File: config.mk
export PLATFORM = sky130hd
export DESIGN_NAME = branch_predictor_flat
export DESIGN_NICKNAME = d
export VERILOG_FILES = /design/src/rtl/branch_predictor_if.sv /design/src/rtl/branch_predictor.sv /design/src/flat_wrapper.sv
export SDC_FILE = /design/constraint.sdc
export NUM_CORES = 2
export LEC_CHECK = 0
export BUFFER_PORTS_ARGS = -buffer_cell sky130_fd_sc_hd__buf_2
export CELL_PAD_IN_SITES_DETAIL_PLACEMENT = 1
export CELL_PAD_IN_SITES_GLOBAL_PLACEMENT = 2
export CORE_MARGIN = 10
export CORE_UTILIZATION = 40
export DETAILED_ROUTE_END_ITERATION = 8
export MAX_ROUTING_LAYER = met4
export PLACE_DENSITY_LB_ADDON = 0.1
export REMOVE_ABC_BUFFERS = 1
export SLEW_MARGIN = 40
export SYNTH_ARGS = -nofsm -noshare
export SYNTH_HDL_FRONTEND = slang
export SYNTH_SLANG_ARGS = --single-unit
File: constraint.sdc
create_clock -name clk_i -period 6.35 [get_ports clk_i]
set_input_delay 0.3175 -clock clk_i [delete_from_list [all_inputs] [get_ports clk_i]]
set_output_delay 0.3175 -clock clk_i [all_outputs]
set_load 0.02 [all_outputs]
File: src/rtl/branch_predictor_if.sv
// Fetch/resolve/perf bundle between the pipeline and the branch predictor.
// slave = predictor side, master = pipeline side.
interface branch_predictor_if;
  logic [31:0] fetch_pc;
  logic        fetch_stall;
  logic        pred_taken;
  logic [31:0] pred_target;
  logic        update_valid;
  logic [31:0] update_pc;
  logic        update_taken;
  logic [31:0] update_target;
  logic        update_pred_taken;
  logic        mispredict;
  logic [31:0] redirect_pc;
  logic [31:0] branch_count;
  logic [31:0] mispred_count;

  modport slave (
    input  fetch_pc, fetch_stall,
    input  update_valid, update_pc,
    input  update_taken, update_target,
    input  update_pred_taken,
    output pred_taken, pred_target,
    output mispredict, redirect_pc,
    output branch_count, mispred_count
  );

  modport master (
    output fetch_pc, fetch_stall,
    output update_valid, update_pc,
    output update_taken, update_target,
    output update_pred_taken,
    input  pred_taken, pred_target,
    input  mispredict, redirect_pc,
    input  branch_count, mispred_count
  );
endinterface

File: src/rtl/branch_predictor.sv
// Direct-mapped BTB with 2-bit counters, mispredict redirect and perf counts.
// Ports: clk_i, rst_i (sync, active-high), bp (branch_predictor_if.slave).
module branch_predictor #(
  parameter int IDX_BITS = 6,
  parameter int TAG_BITS = 8
) (
  input logic               clk_i,
  input logic               rst_i,
  branch_predictor_if.slave bp
);
  localparam int ENTRIES = 1 << IDX_BITS;
  localparam int TLO = IDX_BITS + 2;
  localparam int THI = IDX_BITS + TAG_BITS + 1;

  logic                valid_q [ENTRIES];
  logic [1:0]          ctr_q   [ENTRIES];
  logic [TAG_BITS-1:0] tag_q   [ENTRIES];
  logic [31:0]         tgt_q   [ENTRIES];

  logic        ptaken_q, ptaken_d;
  logic [31:0] ptgt_q, ptgt_d;
  logic        mis_q, mis_d;
  logic [31:0] redir_q, redir_d;
  logic [31:0] bcnt_q, bcnt_d;
  logic [31:0] mcnt_q, mcnt_d;

  logic [IDX_BITS-1:0] f_idx, u_idx;
  logic [TAG_BITS-1:0] f_tag, u_tag;
  logic                f_hit, u_hit;

  logic                wr_en;
  logic [1:0]          wr_ctr;
  logic [31:0]         wr_tgt;

  assign f_idx = bp.fetch_pc[IDX_BITS+1:2];
  assign f_tag = bp.fetch_pc[THI:TLO];
  assign u_idx = bp.update_pc[IDX_BITS+1:2];
  assign u_tag = bp.update_pc[THI:TLO];
  assign f_hit = valid_q[f_idx] && (tag_q[f_idx] == f_tag);
  assign u_hit = valid_q[u_idx] && (tag_q[u_idx] == u_tag);

  // Lookup reads pre-update table contents; no bypass from the update port.
  always_comb begin
    ptaken_d = ptaken_q;
    ptgt_d   = ptgt_q;
    if (!bp.fetch_stall) begin
      ptaken_d = f_hit && ctr_q[f_idx][1];
      ptgt_d   = ptaken_d ? tgt_q[f_idx]
                          : bp.fetch_pc + 32'd4;
    end
  end

  always_comb begin
    wr_en  = 1'b0;
    wr_ctr = ctr_q[u_idx];
    wr_tgt = tgt_q[u_idx];
    unique case (1'b1)
      (bp.update_valid && u_hit && bp.update_taken): begin
        wr_en  = 1'b1;
        wr_ctr = (ctr_q[u_idx] == 2'b11) ? 2'b11
                                         : ctr_q[u_idx] + 2'b01;
        wr_tgt = bp.update_target;
      end
      (bp.update_valid && u_hit && !bp.update_taken): begin
        wr_en  = 1'b1;
        wr_ctr = (ctr_q[u_idx] == 2'b00) ? 2'b00
                                         : ctr_q[u_idx] - 2'b01;
      end
      (bp.update_valid && !u_hit && bp.update_taken): begin
        // Allocation overwrites whatever aliased into this slot.
        wr_en  = 1'b1;
        wr_ctr = 2'b10;
        wr_tgt = bp.update_target;
      end
      default: ;
    endcase
  end

  // Only direction is judged; a wrong target on a correct taken is not flagged.
  always_comb begin
    mis_d   = 1'b0;
    redir_d = redir_q;
    bcnt_d  = bcnt_q;
    mcnt_d  = mcnt_q;
    if (bp.update_valid) begin
      mis_d   = bp.update_taken != bp.update_pred_taken;
      redir_d = bp.update_taken ? bp.update_target
                                : bp.update_pc + 32'd4;
      if (bcnt_q != '1) bcnt_d = bcnt_q + 32'd1;
      if (mis_d && mcnt_q != '1) mcnt_d = mcnt_q + 32'd1;
    end
  end

  always_ff @(posedge clk_i) begin
    if (rst_i) begin
      for (int i = 0; i < ENTRIES; i++) begin
        valid_q[i] <= 1'b0;
        ctr_q[i]   <= 2'b01;
        tag_q[i]   <= '0;
        tgt_q[i]   <= '0;
      end
      ptaken_q <= 1'b0;
      ptgt_q   <= '0;
      mis_q    <= 1'b0;
      redir_q  <= '0;
      bcnt_q   <= '0;
      mcnt_q   <= '0;
    end else begin
      if (wr_en) begin
        valid_q[u_idx] <= 1'b1;
        tag_q[u_idx]   <= u_tag;
        ctr_q[u_idx]   <= wr_ctr;
        tgt_q[u_idx]   <= wr_tgt;
      end
      ptaken_q <= ptaken_d;
      ptgt_q   <= ptgt_d;
      mis_q    <= mis_d;
      redir_q  <= redir_d;
      bcnt_q   <= bcnt_d;
      mcnt_q   <= mcnt_d;
    end
  end

  assign bp.pred_taken    = ptaken_q;
  assign bp.pred_target   = ptgt_q;
  assign bp.mispredict    = mis_q;
  assign bp.redirect_pc   = redir_q;
  assign bp.branch_count  = bcnt_q;
  assign bp.mispred_count = mcnt_q;
endmodule

File: src/flat_wrapper.sv
// flat-port wrapper written by rule: the top's interface ports become plain ports
module branch_predictor_flat 
#(
  parameter int IDX_BITS = 6,
  parameter int TAG_BITS = 8
)
  (clk_i, rst_i, bp_fetch_pc, bp_fetch_stall, bp_update_valid, bp_update_pc, bp_update_taken, bp_update_target, bp_update_pred_taken, bp_pred_taken, bp_pred_target, bp_mispredict, bp_redirect_pc, bp_branch_count, bp_mispred_count);
  branch_predictor_if bp_i ();
  input logic clk_i;
  input logic rst_i;
  input wire logic [$bits(bp_i.fetch_pc)-1:0] bp_fetch_pc;
  input wire logic [$bits(bp_i.fetch_stall)-1:0] bp_fetch_stall;
  input wire logic [$bits(bp_i.update_valid)-1:0] bp_update_valid;
  input wire logic [$bits(bp_i.update_pc)-1:0] bp_update_pc;
  input wire logic [$bits(bp_i.update_taken)-1:0] bp_update_taken;
  input wire logic [$bits(bp_i.update_target)-1:0] bp_update_target;
  input wire logic [$bits(bp_i.update_pred_taken)-1:0] bp_update_pred_taken;
  output wire logic [$bits(bp_i.pred_taken)-1:0] bp_pred_taken;
  output wire logic [$bits(bp_i.pred_target)-1:0] bp_pred_target;
  output wire logic [$bits(bp_i.mispredict)-1:0] bp_mispredict;
  output wire logic [$bits(bp_i.redirect_pc)-1:0] bp_redirect_pc;
  output wire logic [$bits(bp_i.branch_count)-1:0] bp_branch_count;
  output wire logic [$bits(bp_i.mispred_count)-1:0] bp_mispred_count;
  assign bp_i.fetch_pc = bp_fetch_pc;
  assign bp_i.fetch_stall = bp_fetch_stall;
  assign bp_i.update_valid = bp_update_valid;
  assign bp_i.update_pc = bp_update_pc;
  assign bp_i.update_taken = bp_update_taken;
  assign bp_i.update_target = bp_update_target;
  assign bp_i.update_pred_taken = bp_update_pred_taken;
  assign bp_pred_taken = bp_i.pred_taken;
  assign bp_pred_target = bp_i.pred_target;
  assign bp_mispredict = bp_i.mispredict;
  assign bp_redirect_pc = bp_i.redirect_pc;
  assign bp_branch_count = bp_i.branch_count;
  assign bp_mispred_count = bp_i.mispred_count;
  branch_predictor #(.IDX_BITS(IDX_BITS), .TAG_BITS(TAG_BITS)) u_core (.clk_i(clk_i), .rst_i(rst_i), .bp(bp_i));
endmodule
* Word-level counts from Yosys, hierarchy flattened
Memories as Yosys holds them, arrays and structs flattened.
Cells that the tools add are included.
** Cells by class
- Add/subtract/negate cells :: 6
- Equality and inequality tests :: 7
- Multiplexer cells :: 24
- Bitwise gates (word level) :: 1
- Reduce and logical (&&, ||, !) cells :: 22
** Operators by type and width (number)
- 2-to-1 mux 32 bit :: 4
- adder 32 x 1 -> 32 bit, second input constant :: 2
- adder 32 x 3 -> 32 bit, second input constant :: 2
- inequality test 32 bit, second input constant :: 2
- OR reduction 32 bit :: 1
- 2-to-1 mux 6 bit :: 4
- == test 8 bit :: 2
- 2-to-1 mux 1 bit :: 11
- logical AND 1 bit :: 9
- 2-to-1 mux 8 bit :: 1
- OR reduction 8 bit :: 1
- 2-to-1 mux 2 bit :: 3
- one-hot mux 2 bit (3 select lines) :: 1
- AND reduction 2 bit :: 3
- OR reduction 2 bit :: 3
- OR reduction 3 bit :: 1
- adder 2 x 1 -> 2 bit, second input constant :: 1
- == test 2 bit, second input constant :: 1
- zero test 1 bit :: 2
- zero test 2 bit :: 1
- subtractor 2 x 1 -> 2 bit, second input constant :: 1
- inequality test 1 bit :: 1
- inequality test 1 bit, second input constant :: 1
- inverter 1 bit :: 1
- OR reduction 1 bit :: 1
** Storage, ports and cells
- Bits in registers :: 130
- Memory bits (writable) :: 2752
- Input bits :: 102
- Output and inout bits :: 130
- Logic and storage cells :: 70
- Memories :: 4
** Memories
- u_core.tgt_q :: depth 64, width 32, read ports 1, clocked after Yosys merged registers in 0, wr ports 64, RTL line branch_predictor.sv:18 : logic [31:0] tgt_q [ENTRIES];
- u_core.tag_q :: depth 64, width 8, read ports 2, clocked after Yosys merged registers in 0, wr ports 64, RTL line branch_predictor.sv:17 : logic [TAG_BITS-1:0] tag_q [ENTRIES];
- u_core.ctr_q :: depth 64, width 2, read ports 2, clocked after Yosys merged registers in 0, wr ports 64, RTL line branch_predictor.sv:16 : logic [1:0] ctr_q [ENTRIES];
- u_core.valid_q :: depth 64, width 1, read ports 2, clocked after Yosys merged registers in 0, wr ports 64, RTL line branch_predictor.sv:15 : logic valid_q [ENTRIES];

* Logic depth before layout (Yosys ltp)
An unclocked memory read counts as a cell.
- Depth after elaboration :: 14
- Depth in mapped cells :: 17
- Depth with buffers taken out :: 11

* Worst setup path after synthesis
No wires, ideal clock.
- Path kind :: input -> register
- Start point :: input bp_update_pc[3]
- End point :: memory u_core.tgt_q[0][0], enable pin
- Setup time :: 0.466 ns
- Arrival time :: 4.291 ns
- Required time :: 5.884 ns
- Slack :: 1.594 ns
- Stages on the path :: 10
- Buffers on the path :: 8
- Path through :: buf_4 > buf_6 > buf_4 > buf_6 > buf_4 > or3_1 > clkbuf_1 > clkbuf_1 > clkbuf_1 > o21ai_0
** RTL lines
- start: declaration :: RTL line flat_wrapper.sv:14 : input wire logic [$bits(bp_i.update_pc)-1:0] bp_update_pc;
- end: declaration :: RTL line branch_predictor.sv:18

==> flow_summary_export.csv <==
group,metric,value,unit
synth,synth_area,0.1384,mm²
sta,tns,0,ps
global_routing,grt_pass1_vias,90670,
status,status,"complete, no violations",
sta,fin_hold_ws,49.46,ps
route,antenna_left,0,
synth,yosysMostFrequentCell,"edfxtp_1",
clocking,htreeDepth,5,
global_routing,grt_max_degree,130,
die,die_x,608.3,µm
power_and_ir_drop,clkPwrFrac,41.6,%
sta,post-route-worst-setup-slack,1851,ps
route,drtIter0Drc,10720,
flow_run,cap_violations,0,
clocking,insertion_delay,950,ps
global_routing,gr-total-overflow,0,
sta,hold_viol,0,
die,die_h,608.3,µm
clocking,cts_tree,"built",
setup_path,cp.arrival,5140,ps
synth,synthArstFlopShare,0,%
sta,final-setup-viol-count,0,
route,firstDrtPassIters,6,
synth,yosys.area.top_type,"edfxtp_1",
synth,synth_top_area_share,58.30,%
place,dpl_worst_slack,1103,ps
die,core,0.3438,mm²
power_and_ir_drop,p_total,45.67,mW
route,routed_wl,557.3,mm
synth,synth-main-ff-cell,"edfxtp_1",
power_and_ir_drop,p_switching,11.65,mW
layout,final_util,46.16,%
global_routing,grt_pass1_wl,767.2,mm
layout,final_cells,14160,
layout,layout-drive-gt1-share,24.91,%
place,place_congestion,0.9166,
die,initial_utilization,40.27,%
sta,period_needed,4499,ps
route,drc,0,
global_routing,grt_usage,30.09,%
synth,synth_top_family_by_area,"multiplexers",
power_and_ir_drop,intPower,34.02,mW
setup_path,critPathCaptureType,"flop",
route,routed_via_density,6.268,
sta,relSlewSlack,36.48,%
sta,worstMarginPinSlew,952.7,ps
synth,synth-xor-area-share,0.7971,%
min_path,min_path_type,"in2reg",
clocking,cts_resized,0,
clocking,post-cts-setup-buffers,0,
clocking,cts_sinks,2882,
sta,min_period_over_period,70.86,%
power_and_ir_drop,pwr-share-comb,10.1,%
setup_path,critPathMaxFanout,24,
synth,synth-compound-area-share,3.022,%
place,port_buffers,231,
setup_path,critPathLaunchType,"flop",
power_and_ir_drop,p_leak,53.62,nW
layout,synthToLayoutAreaGrowth,14.62,%
layout,multi_input_area,0.05082,mm²
synth,synth-simple-area-share,15.33,%
power_and_ir_drop,ir_drop,203.1,µV
layout,design_area,0.1587,mm²
synth,ys.warnings.count,0,
clocking,numCtsBuffers,335,
power_and_ir_drop,powerDensity,287.8,mW/mm²
layout,seqCellArea,0.08460,mm²
synth,postSynthCellCount,9256,
synth,synth.distinct_cells,83,
die,die-area,0.3700,mm²
setup_path,cp_data_required_time,6990,ps
synth,synth_area_leaders,"edfxtp_1, mux4_2, and2_1",
sta,finClkSkew,43.53,ps
layout,num-nets-final,9378,
global_routing,antenna_found_initial,62,
synth,muxShareOfSynthArea,16.22,%
clocking,clkTransAtPathRegs,60,ps
sta,max_freq,0.2223,GHz
power_and_ir_drop,sw_frac_of_total,25.50,%
power_and_ir_drop,p_seq_share,48.3,%
setup_path,critical_path_class,"reg2reg",
die,io_pins,232,
die,rows,215,
clocking,root_buffer,"clkbuf_16",
place,dp.cells,13430,
synth,ys_ff_latch,2882,
synth,synthAdderAreaFrac,0.04338,%
route,routedWlPerCell,39.37,µm
synth,yosysSeqAreaShare,61.11,%
route,vias,88740,
sta,rsz0062_at_grt,"false",
clocking,hold_buffers,53,
place,dp_hpwl,357.2,mm
synth,synth-edff-count,2688,
synth,ys_top_cells_by_count,"edfxtp_1, and2_1, mux4_2",
sta,drv_slew,0,
place,post_dp_cell_area,0.1474,mm²
synth,syn_avg_cell_area,14.96,µm²
layout,fillers,33160,
clocking,clk_path_buf_depth,4,
path summary, 6_finish.rpt:
path | end | startpoint | slack (ps) | depth (start not counted)
hold reg to reg | u_core.bp.redirect_pc[3] | u_core.bp.redirect_pc[3] | 490 | 2
setup / recovery | u_core.tag_q[27][0] | u_core.tag_q[59][1] | 1850 | 13
hold / removal | u_core.bp.pred_target[17] | bp_fetch_pc[17] | 50 | 4
setup reg to reg | u_core.tag_q[27][0] | u_core.tag_q[59][1] | 1850 | 13
power groups by stage:
stage / Sequential, mW / Combinational (mW) / Clock (mW)
global route: 22.1 / 4.74 / 20.0
CTS: 22.0 / 4.62 / 19.3
detailed placement: 22.4 / 4.58 / 0
floorplan: 22.3 / 1.87 / 0
global placement: 22.4 / 4.51 / 0
finish: 22.0 / 4.63 / 19.0
flip-flops by register name, indices dropped and copies added (netlist names):
name	flops
u_core.tgt_q	2048
u_core.tag_q	512
u_core.ctr_q	128
u_core.valid_q	64
u_core.bp.branch_count	32
u_core.bp.mispred_count	32
u_core.bp.pred_target	32
u_core.bp.redirect_pc	32
u_core.bp.mispredict	1
u_core.bp.pred_taken	1
cells by family after synthesis:
kind of cell / after synthesis
buffers and inverters: 1122
flip-flops: 2882
XOR/XNOR: 126
adder cells (fa/ha/maj): 5
AND/OR/NAND/NOR: 3415
multiplexers: 1108
AO/OA/AOI/OAI: 598
critical path: stages, from the launching register on:
cell and delay, ps:
edfxtp_1 430, mux4_2 500, o22ai_1 550, nor4_1 130, xnor2_1 430, nand3_1 130, nor3_1 170, o21ai_0 130
nor2_1 400, o21ai_4 130, buf_4 250, buf_4 250, o31ai_2 390, buf_4 270
cell usage in the layout, fill, tap and decap left out, types with 40 or more instances in the layout:
master | netlist | final
buf_4 | 42 | 386
edfxtp_1 | 2688 | 2688
o22ai_1 | 43 | 43
clkinv_1 | 2 | 63
nor2_4 | 0 | 70
dlygate4sd3_1 | 0 | 53
o21ai_0 | 128 | 62
a22oi_1 | 62 | 62
buf_12 | 5 | 40
mux2i_1 | 179 | 178
nand4_1 | 99 | 99
dfxtp_1 | 194 | 194
nand3_1 | 84 | 82
nor4_1 | 205 | 205
clkbuf_1 | 827 | 78
and2_1 | 2056 | 2052
buf_2 | 180 | 218
xor2_1 | 59 | 57
o31ai_2 | 0 | 63
mux4_2 | 900 | 900
clkbuf_16 | 0 | 345
a32o_1 | 64 | 64
clkinv_2 | 0 | 57
xnor2_1 | 67 | 66
diode_2 | 0 | 65
o21ai_4 | 0 | 65
a21oi_1 | 68 | 68
nor2_1 | 251 | 180
nand2_1 | 185 | 175
and4_1 | 386 | 386
per-layer routing:
layer  up-vias  track usage (%)  part of all wire [%]  wire [µm]
li1      35690                -                     -          -
met1     48060            36.87                    39     214700
met2      3894            49.76                    49     275500
met3      1099            3.865                   6.4      35520
met4         0            14.14                   5.7      31590
met5         -                -                     0          0
cell type report:
cell class / instances / area share [%]
antenna: 65 / 0.1025
clock buffer: 439 / 5.764
clock inverter: 162 / 0.8334
inverter: 19 / 0.06150
multi-input combinational: 5252 / 32.02
sequential: 2882 / 53.31
tap: 4557 / 3.593
timing repair buffer: 782 / 4.306
Power figures use the tool's default switching activity.
